`config.mk`:
```
export PLATFORM = sky130hd
export DESIGN_NAME = cmd_write
export DESIGN_NICKNAME = d
export VERILOG_FILES = /design/src/rtl/cmd_write.sv
export SDC_FILE = /design/constraint.sdc
export NUM_CORES = 1
export LEC_CHECK = 0
export CAP_MARGIN = 40
export CORE_ASPECT_RATIO = 1.25
export CORE_MARGIN = 1.5
export CORE_UTILIZATION = 40
export CTS_CLUSTER_SIZE = 8
export DETAILED_ROUTE_END_ITERATION = 8
export PLACE_DENSITY = 0.74
export SETUP_SLACK_MARGIN = 0.02
export SYNTH_ARGS = -nofsm -noshare
export SYNTH_HDL_FRONTEND = slang
export SYNTH_SLANG_ARGS = --single-unit
```
`constraint.sdc`:
```
create_clock -name clk_i -period 2.3 [get_ports clk_i]
set_input_delay 0.46 -clock clk_i [delete_from_list [all_inputs] [get_ports clk_i]]
set_output_delay 0.46 -clock clk_i [all_outputs]
set_load 0.01 [all_outputs]
```
`src/rtl/cmd_write.sv`:
```
// -----------------------------------------------------------------------------
// cmd_write - SD command token serialiser (transmit side of the CMD line)
//
// Sends one 48-bit command token MSB first:
//   start bit (0), transmission bit (1), 6-bit index, 32-bit argument,
//   CRC7 (x^7 + x^3 + 1, initial value 0) and end bit (1).
// The CRC7 is accumulated bit by bit while the index and argument go out.
// Protocol timing advances only on clk_i edges where clk_en_i (the SD clock
// tick) is high. Synchronous reset is the only exception: it takes effect on
// any clk_i edge.
//
// Optional feature (macro SDHCI_CMD_NCC_EN):
//   When defined, the end bit is followed by NCC_CYCLES enabled cycles. During
//   these cycles the line is released and busy_o stays high.
//   When undefined, END returns straight to IDLE. NCC_CYCLES then only sizes
//   the bit counter.
//
// Parameters:
//   NCC_CYCLES   idle SD-clock cycles after the end bit (feature builds only)
//
// Ports:
//   clk_i        system clock
//   rst_i        synchronous reset, active high
//   clk_en_i     SD clock tick qualifier
//   start_i      send request, sampled only in IDLE on enabled edges
//   cmd_index_i  command index, captured on acceptance
//   cmd_arg_i    command argument, captured on acceptance
//   cmd_o        serial CMD data towards the pad
//   cmd_oe_o     CMD pad output enable
//   busy_o       high from acceptance until the block is back in IDLE
//   done_o       single clk_i-cycle pulse when the end bit has completed
//   crc7_o       CRC7 of the last frame, snapshotted when the CRC field starts
// -----------------------------------------------------------------------------
module cmd_write #(
  parameter int unsigned NCC_CYCLES = 8
) (
  input  logic        clk_i,
  input  logic        rst_i,
  input  logic        clk_en_i,
  input  logic        start_i,
  input  logic [5:0]  cmd_index_i,
  input  logic [31:0] cmd_arg_i,
  output logic        cmd_o,
  output logic        cmd_oe_o,
  output logic        busy_o,
  output logic        done_o,
  output logic [6:0]  crc7_o
);

  // The bit counter must cover the 40 payload bits. When NCC_CYCLES is
  // larger, it must also cover the NCC window.
  localparam int CNT_W = (NCC_CYCLES > 32'd40) ? $clog2(NCC_CYCLES) : 6;

  localparam logic [CNT_W-1:0] LAST_BIT = CNT_W'(6'd39);
  localparam logic [CNT_W-1:0] LAST_CRC = CNT_W'(6'd6);
  localparam logic [CNT_W-1:0] CNT_ONE  = CNT_W'(1'b1);
`ifdef SDHCI_CMD_NCC_EN
  localparam logic [CNT_W-1:0] NCC_LAST = CNT_W'(NCC_CYCLES - 32'd1);
`endif

  typedef enum logic [2:0] {
    ST_IDLE  = 3'd0,
    ST_SHIFT = 3'd1,
    ST_CRC   = 3'd2,
`ifdef SDHCI_CMD_NCC_EN
    ST_END   = 3'd3,
    ST_NCC   = 3'd4
`else
    ST_END   = 3'd3
`endif
  } state_e;

  // One serial CRC7 step: feedback taps at x^3 and x^0.
  function automatic logic [6:0] crc7_step(input logic [6:0] crc,
                                           input logic       bit_in);
    logic fb;
    fb = bit_in ^ crc[6];
    return {crc[5:3], crc[2] ^ fb, crc[1:0], fb};
  endfunction

  state_e           state_q, state_d;
  logic [39:0]      shift_q, shift_d;
  logic [6:0]       crc_q,   crc_d;
  logic [CNT_W-1:0] cnt_q,   cnt_d;
  logic             cmd_q,   cmd_d;
  logic             oe_q,    oe_d;
  logic             busy_q,  busy_d;
  logic             done_q,  done_d;
  logic [6:0]       crc7_q,  crc7_d;
  logic [6:0]       crc_next_s;

  // Next-state and next-output logic. Nothing moves unless clk_en_i is high.
  always_comb begin
    state_d    = state_q;
    shift_d    = shift_q;
    crc_d      = crc_q;
    cnt_d      = cnt_q;
    cmd_d      = cmd_q;
    oe_d       = oe_q;
    busy_d     = busy_q;
    done_d     = 1'b0;
    crc7_d     = crc7_q;
    // The bit currently on the line is the shift register MSB.
    crc_next_s = crc7_step(crc_q, shift_q[39]);

    if (clk_en_i) begin
      case (state_q)
        ST_IDLE: begin
          cmd_d  = 1'b1;
          oe_d   = 1'b0;
          busy_d = 1'b0;
          if (start_i) begin
            shift_d = {1'b0, 1'b1, cmd_index_i, cmd_arg_i};
            crc_d   = 7'd0;
            cnt_d   = '0;
            // The start bit is driven in the cycle right after acceptance.
            cmd_d   = 1'b0;
            oe_d    = 1'b1;
            busy_d  = 1'b1;
            state_d = ST_SHIFT;
          end else begin
            state_d = ST_IDLE;
          end
        end

        ST_SHIFT: begin
          crc_d   = crc_next_s;
          shift_d = {shift_q[38:0], 1'b0};
          if (cnt_q == LAST_BIT) begin
            // Last payload bit: the finished CRC drives the line next and
            // is published on crc7_o.
            cnt_d   = '0;
            cmd_d   = crc_next_s[6];
            crc7_d  = crc_next_s;
            state_d = ST_CRC;
          end else begin
            cnt_d   = cnt_q + CNT_ONE;
            cmd_d   = shift_q[38];
          end
        end

        ST_CRC: begin
          crc_d = {crc_q[5:0], 1'b0};
          if (cnt_q == LAST_CRC) begin
            cnt_d   = '0;
            cmd_d   = 1'b1;
            state_d = ST_END;
          end else begin
            cnt_d   = cnt_q + CNT_ONE;
            cmd_d   = crc_q[5];
          end
        end

        ST_END: begin
          done_d = 1'b1;
          cmd_d  = 1'b1;
          oe_d   = 1'b0;
          cnt_d  = '0;
`ifdef SDHCI_CMD_NCC_EN
          busy_d  = 1'b1;
          state_d = ST_NCC;
`else
          busy_d  = 1'b0;
          state_d = ST_IDLE;
`endif
        end

`ifdef SDHCI_CMD_NCC_EN
        ST_NCC: begin
          cmd_d = 1'b1;
          oe_d  = 1'b0;
          if (cnt_q == NCC_LAST) begin
            cnt_d   = '0;
            busy_d  = 1'b0;
            state_d = ST_IDLE;
          end else begin
            cnt_d   = cnt_q + CNT_ONE;
            busy_d  = 1'b1;
          end
        end
`endif

        default: begin
          cnt_d   = '0;
          cmd_d   = 1'b1;
          oe_d    = 1'b0;
          busy_d  = 1'b0;
          state_d = ST_IDLE;
        end
      endcase
    end else begin
      // No SD clock tick: hold everything. done_o is already cleared above.
      state_d = state_q;
    end
  end

  // State and registered outputs. Reset wins over clk_en_i.
  always_ff @(posedge clk_i) begin
    if (rst_i) begin
      state_q <= ST_IDLE;
      shift_q <= 40'd0;
      crc_q   <= 7'd0;
      cnt_q   <= '0;
      cmd_q   <= 1'b1;
      oe_q    <= 1'b0;
      busy_q  <= 1'b0;
      done_q  <= 1'b0;
      crc7_q  <= 7'd0;
    end else begin
      state_q <= state_d;
      shift_q <= shift_d;
      crc_q   <= crc_d;
      cnt_q   <= cnt_d;
      cmd_q   <= cmd_d;
      oe_q    <= oe_d;
      busy_q  <= busy_d;
      done_q  <= done_d;
      crc7_q  <= crc7_d;
    end
  end

  assign cmd_o    = cmd_q;
  assign cmd_oe_o = oe_q;
  assign busy_o   = busy_q;
  assign done_o   = done_q;
  assign crc7_o   = crc7_q;

endmodule

```
==> impl_metrics.py, run 1 <==
metrics = {
    "pwr": {
        "pwr-share-comb_pct": 17.2,
        "share_seq_of_total_power_pct": 44.1,
        "max-vdd-ir-drop_mv": 0.341,
        "finalPower_mw": 2.84,
        "p_sw_uw": 702,
        "p_int_mw": 2.14,
        "swShare_pct": 24.7,
        "p_leak_nw": 1.31,
        "p_clk_share_pct": 38.7,
        "power.density_mw_per_mm2": 750,
    },
    "finish": {
        "diodes": 0,
        "final_cell_area_mm2": 0.00379,
        "drive_above_1_share_pct": 7.88,
        "layout.cells.non_filler": 458,
        "area_growth_syn_to_layout_pct": 28.9,
        "final_nets": 412,
        "final_core_util_pct": 54.0,
    },
    "yosys": {
        "synth_common_cells": "65 x dfxtp_1, 58 x nor2_1, 45 x mux2i_1, 38 x a211oi_1, 15 x clkbuf_1",
        "synth_edf_count": 0,
        "ys_seq_elements": 65,
        "synth_top_area_cell": "dfxtp_1",
        "ys_seq_area_share_pct": 44.3,
        "ys.flop_type": "dfxtp_1",
        "yosysWarnings": 0,
        "syn_area_per_cell_um2": 9.27,
        "synthCells": 317,
        "async_flop_share_pct": 0,
        "ys_top_cells_by_area": "dfxtp_1 44%, mux2i_1 15%, a211oi_1 9.7%",
        "synth_top_area_share_pct": 44.3,
        "syn_nets": 365,
        "synth_area_mm2": 0.00294,
        "synth_most_common_cell": "dfxtp_1",
        "synth.distinct_cells": 44,
    },
    "place": {
        "gp_congestion": 0.846,
        "postPlaceCellArea_mm2": 0.00356,
        "dp_hpwl_um": 4060,
        "place_ws_ps": 211,
        "placed_cells": 443,
        "io_buffers": 52,
    },
    "detailed_routing": {
        "vias": 2438,
        "detail-route-antenna-nets": 0,
        "detail_route.first_pass.iterations": 4,
        "wl_um": 6040,
        "drc": 0,
        "drt_iter0_drc": 143,
        "via_per_inst": 5.32,
        "post_drt_wl_per_cell_um": 13.2,
    },
    "critical_path": {
        "crit_required_ps": 2540,
        "crit_start": "state_q[1]",
        "cpLargestDelayFamily": "buffers and inverters",
        "cp.arrival_ps": 2170,
        "worstSetupStartpointType": "flip-flop",
        "cpMaxStageDelayCell": "ha_2",
        "critPathMaxStageDelay_ps": 380,
        "crit_path_end_kind": "flip-flop",
        "cp_max_fo": 76,
        "cp_num_buf_inv": 2,
        "r2r-start": "state_q[1]",
        "cp_cell_sequence": "inv_1 -> ha_2 -> mux2i_1 -> nor2_4 -> buf_12 -> nor2_1 -> a211oi_1",
        "crit_type": "reg2reg",
    },
    "clock_tree": {
        "cts_setup_buffers": 0,
        "clockBufferDepth": 2,
        "cts_resized": 0,
        "clk_pin_slew_ps": 70,
        "cts_tree": "yes",
        "htreeDepth": 3,
        "clock_latency_ps": 340,
        "cts_sinks": 65,
        "root_buffer": "clkbuf_8",
        "cts_hold_buf": 0,
        "numCtsBuffers": 9,
    },
    "outcome": {
        "status": "completed",
    },
    "timing": {
        "fin_ws_ps": 375,
        "finalSetupTns_ps": 0,
        "rsz0062_at_grt": "no",
        "finalMaxSlewViolations": 0,
        "min_period_ps": 1930,
        "final.setup_skew_ps": 4.49,
        "finalHoldViolCount": 0,
        "whs_ps": 489,
        "fmax_mhz": 519,
        "setup_viol": 0,
        "finalCritPeriodShare_pct": 83.7,
        "worstMarginPinSlew_ps": 446,
        "relSlewSlack_pct": 69.4,
    },
    "grt": {
        "antenna_found_initial": 0,
        "track_usage_pct": 17.5,
        "grt_overflow_total": 0,
        "grt_max_degree": 77,
        "grt_pass1_vias": 2449,
        "grt_pass1_wl_um": 10900,
    },
    "floorplanning": {
        "die_w_um": 79.7,
        "initial_core_util_pct": 41.9,
        "fp.dieH_um": 98.8,
        "rows": 34,
        "fp.dieArea_mm2": 0.00787,
        "io_pins": 53,
        "core_area_mm2": 0.00702,
    },
    "worst_hold_path": {
        "worstHoldPathType": "in2reg",
        "min_from": "rst_i",
    },
    "run": {
        "drv_cap": 0,
    },
}
-- state kept, by name, indices dropped and copies added (netlist names) --
name	count
state_q	2
done_o	1
cmd_o	1
cnt_q	6
crc7_o	7
shift_q	40
crc_q	7
busy_o	1
-- layout by cell type (no fill, tap or decap), types with 3 or more instances in the layout --
cell type and count:
a211oi_1 38, a21oi_1 7, a22oi_1 5, a31oi_1 4, buf_4 7, clkbuf_8 12, clkdlybuf4s50_1 51, dfxtp_1 65
ha_1 5, inv_1 7, mux2i_1 45, nand2_1 7, nand3_1 7, nor2_1 57, o21ai_0 8, or3_1 3
xor2_1 3
-- final timing paths --
| check | to | slack, ps | depth (start not counted) |
|---|---|---|---|
| min | crc_q[3] | 490 | 4 |
| max reg2reg | shift_q[12] | 370 | 7 |
| min reg2reg | crc7_o[4] | 500 | 2 |
| max | shift_q[12] | 370 | 7 |
-- metal layers --
metal	vias up	share of wire, %	global-route usage [%]	wire length [um]
met5	-	0	0	0
met4	0	2.6	9.72	157
met3	20	6.5	4.72	391
met2	80	46	26.9	2800
met1	1098	45	22.0	2690
li1	1240	-	-	-
-- area by class of cell --
| cell class | count | area (um^2) |
|---|---|---|
| well taps | 90 | 113 |
| fillers | 642 | 3230 |
| inverters | 7 | 26.3 |
| flip-flops and latches | 65 | 1300 |
| clock buffers | 13 | 169 |
| multi-input cells | 220 | 1510 |
| repair buffers | 61 | 608 |
| clock inverters | 2 | 60.1 |
-- power groups by stage --
stage               Sequential, mW  Combinational (mW)  Clock [mW]
global route                  1.26               0.548        1.18
detailed placement            1.28               0.487           0
floorplan                     1.27               0.332           0
CTS                           1.26               0.490        1.12
finish                        1.26               0.489        1.10
global placement              1.28               0.473           0
-- cell families (layout without fill, tap and decap cells) --
group                    count (synthesis)  count (layout)  share of synthesized area, %
AO/OA/AOI/OAI                           73              73                          17.5
XOR/XNOR                                 4               4                          1.19
adder cells (fa/ha/maj)                  6               6                          2.55
buffers and inverters                   32              83                          4.64
flip-flops                              65              65                          44.3
multiplexers                            45              45                          15.3
AND/OR/NAND/NOR                         92              92                          14.6
-- worst min-delay path: stages --
cell     delay [ps]
buf_2           100
inv_1            80
nand3_1          90
o41ai_1          50
Note: power is estimated with default switching activity, not from simulation.
==> inputs of run 2 (changes only) <==
clock period = 1.89 ns   (was 2.3 ns; I/O delays follow)
==> impl_metrics.py, run 2 (synthesis results as in run 1) <==
metrics = {
    "pwr": {
        "max-vdd-ir-drop_mv": 0.641,
        "p_int_mw": 2.37,
        "power.density_mw_per_mm2": 847,
        "p_leak_nw": 1.37,
        "finalPower_mw": 3.32,
        "swShare_pct": 28.5,
        "share_seq_of_total_power_pct": 46.1,
        "p_sw_uw": 947,
        "pwr-share-comb_pct": 20.2,
        "p_clk_share_pct": 33.7,
    },
    "detailed_routing": {
        "routed.top_layer": "met4",
        "drc": 0,
        "detail_route.first_pass.iterations": 4,
        "vias": 2495,
        "wl_um": 6500,
        "wl_met1_um": 2910,
        "drt_iter0_drc": 186,
        "via_per_inst": 5.30,
        "met2_length_um": 3100,
        "detail-route-antenna-nets": 0,
        "post_drt_wl_per_cell_um": 13.8,
        "route.met3.wl_um": 333,
    },
    "timing": {
        "final.setup_skew_ps": 12.3,
        "worstMarginPinSlew_ps": 532,
        "finalMaxSlewViolations": 0,
        "fin_ws_ps": 155,
        "setup_viol": 0,
        "finalCritPeriodShare_pct": 91.8,
        "min_period_ps": 1740,
        "finalSetupTns_ps": 0,
        "fmax_mhz": 576,
        "relSlewSlack_pct": 64.5,
        "rsz0062_at_grt": "no",
        "finalHoldViolCount": 0,
        "whs_ps": 346,
    },
    "place": {
        "place_ws_ps": -49.8,
        "io_buffers": 52,
        "dp_hpwl_um": 4390,
        "placed_cells": 454,
        "gp_congestion": 0.863,
    },
    "clock_tree": {
        "numCtsBuffers": 9,
        "clockBufferDepth": 2,
        "clock_latency_ps": 350,
        "cts_setup_buffers": 0,
        "cts_tree": "yes",
        "cts_sinks": 65,
        "root_buffer": "clkbuf_8",
        "cts_hold_buf": 0,
        "htreeDepth": 3,
        "clk_pin_slew_ps": 80,
    },
    "finish": {
        "layout.cells.non_filler": 471,
        "largest_reg_flops": 40,
        "diodes": 0,
        "area_growth_syn_to_layout_pct": 33.2,
        "final_nets": 424,
        "drive_above_1_share_pct": 13.1,
        "layout_common_cells": "64 x dfxtp_1, 57 x nor2_1, 51 x clkdlybuf4s50_1",
        "top_register": "shift_q",
        "layout_commonest_cell": "dfxtp_1",
    },
    "critical_path": {
        "r2r_slack_ps": 150,
        "r2r-start": "cnt_q[3]",
        "crit_required_ps": 2120,
        "cp.arrival_ps": 1960,
        "crit_path_end_kind": "flip-flop",
        "crit_start": "cnt_q[3]",
        "crit_type": "reg2reg",
        "rr_worst_depth": 5,
        "worstSetupStartpointType": "flip-flop",
        "reg2reg_to": "crc7_o[2]",
        "cp_max_fo": 7,
        "crit_end": "crc7_o[2]",
    },
    "grt": {
        "grt_pass1_vias": 2365,
        "antenna_found_initial": 0,
        "grt_pass1_wl_um": 10800,
        "grt_overflow_total": 0,
        "grt_max_degree": 53,
        "track_usage_pct": 17.4,
    },
    "run": {
        "drv_cap": 0,
    },
    "worst_hold_path": {
        "min_path_cells": 2,
        "worstHoldPathType": "in2reg",
    },
    "floorplanning": {
        "initial_core_util_pct": 41.9,
        "fp.dieArea_mm2": 0.00787,
        "core_area_mm2": 0.00702,
        "io_pins": 53,
        "die_w_um": 79.7,
        "fp.dieH_um": 98.8,
        "rows": 34,
    },
    "outcome": {
        "status": "completed",
    },
}
==> run 2: final cells by class <==
cell class | count | area [um^2]
clock buffers | 11 | 151
clock inverters | 5 | 38.8
fillers | 632 | 3100
inverters | 7 | 26.3
multi-input cells | 220 | 1550
flip-flops and latches | 65 | 1300
well taps | 90 | 113
repair buffers | 73 | 739
==> run 2: how the worst min path moves through the flow <==
stage                 to     start
6_report       crc7_o[6]     rst_i
5_1_grt        crc7_o[6]     rst_i
4_1_cts        crc7_o[6]     rst_i
3_5_place_dp    crc_q[0]  crc_q[0]
3_3_place_gp    crc_q[0]  crc_q[0]
2_1_floorplan   crc_q[0]  crc_q[0]
==> run 2: worst max-delay path, stage by stage, from the launching register on <==
cell and delay [ps]:
dfxtp_1 340, or3b_1 530, nor4_4 260, buf_4 220, mux2i_1 200, nor2_1 60
==> run 2: power groups by stage <==
stage | sequential (mW) | clock (mW) | combinational [mW]
final | 1.53 | 1.12 | 0.670
after floorplan | 1.54 | 0 | 0.404
after CTS | 1.53 | 1.14 | 0.634
after global placement | 1.55 | 0 | 0.615
after detailed placement | 1.56 | 0 | 0.629
after global routing | 1.54 | 1.20 | 0.736
==> run 2: routing by layer <==
| layer | track usage (%) | vias to the layer above |
|---|---|---|
| met5 | 0 | - |
| met4 | 10.7 | 0 |
| met3 | 3.89 | 15 |
| met2 | 27.5 | 63 |
| met1 | 21.4 | 1157 |
| li1 | - | 1260 |
==> run 2: repair_timing <==
item | CTS | global route
hold endpoints to repair | 0 | 0
endpoints found under the setup margin | 0 | 18
gates resized for setup | 0 | 11
==> run 2: stage by stage <==
stage	cell area (um^2)	util, %
final	3920	55.8
after detailed placement	3650	52.1
after floorplan	2940	-
after global placement	3650	52.1
after CTS	3840	54.8
after global routing	3920	55.8
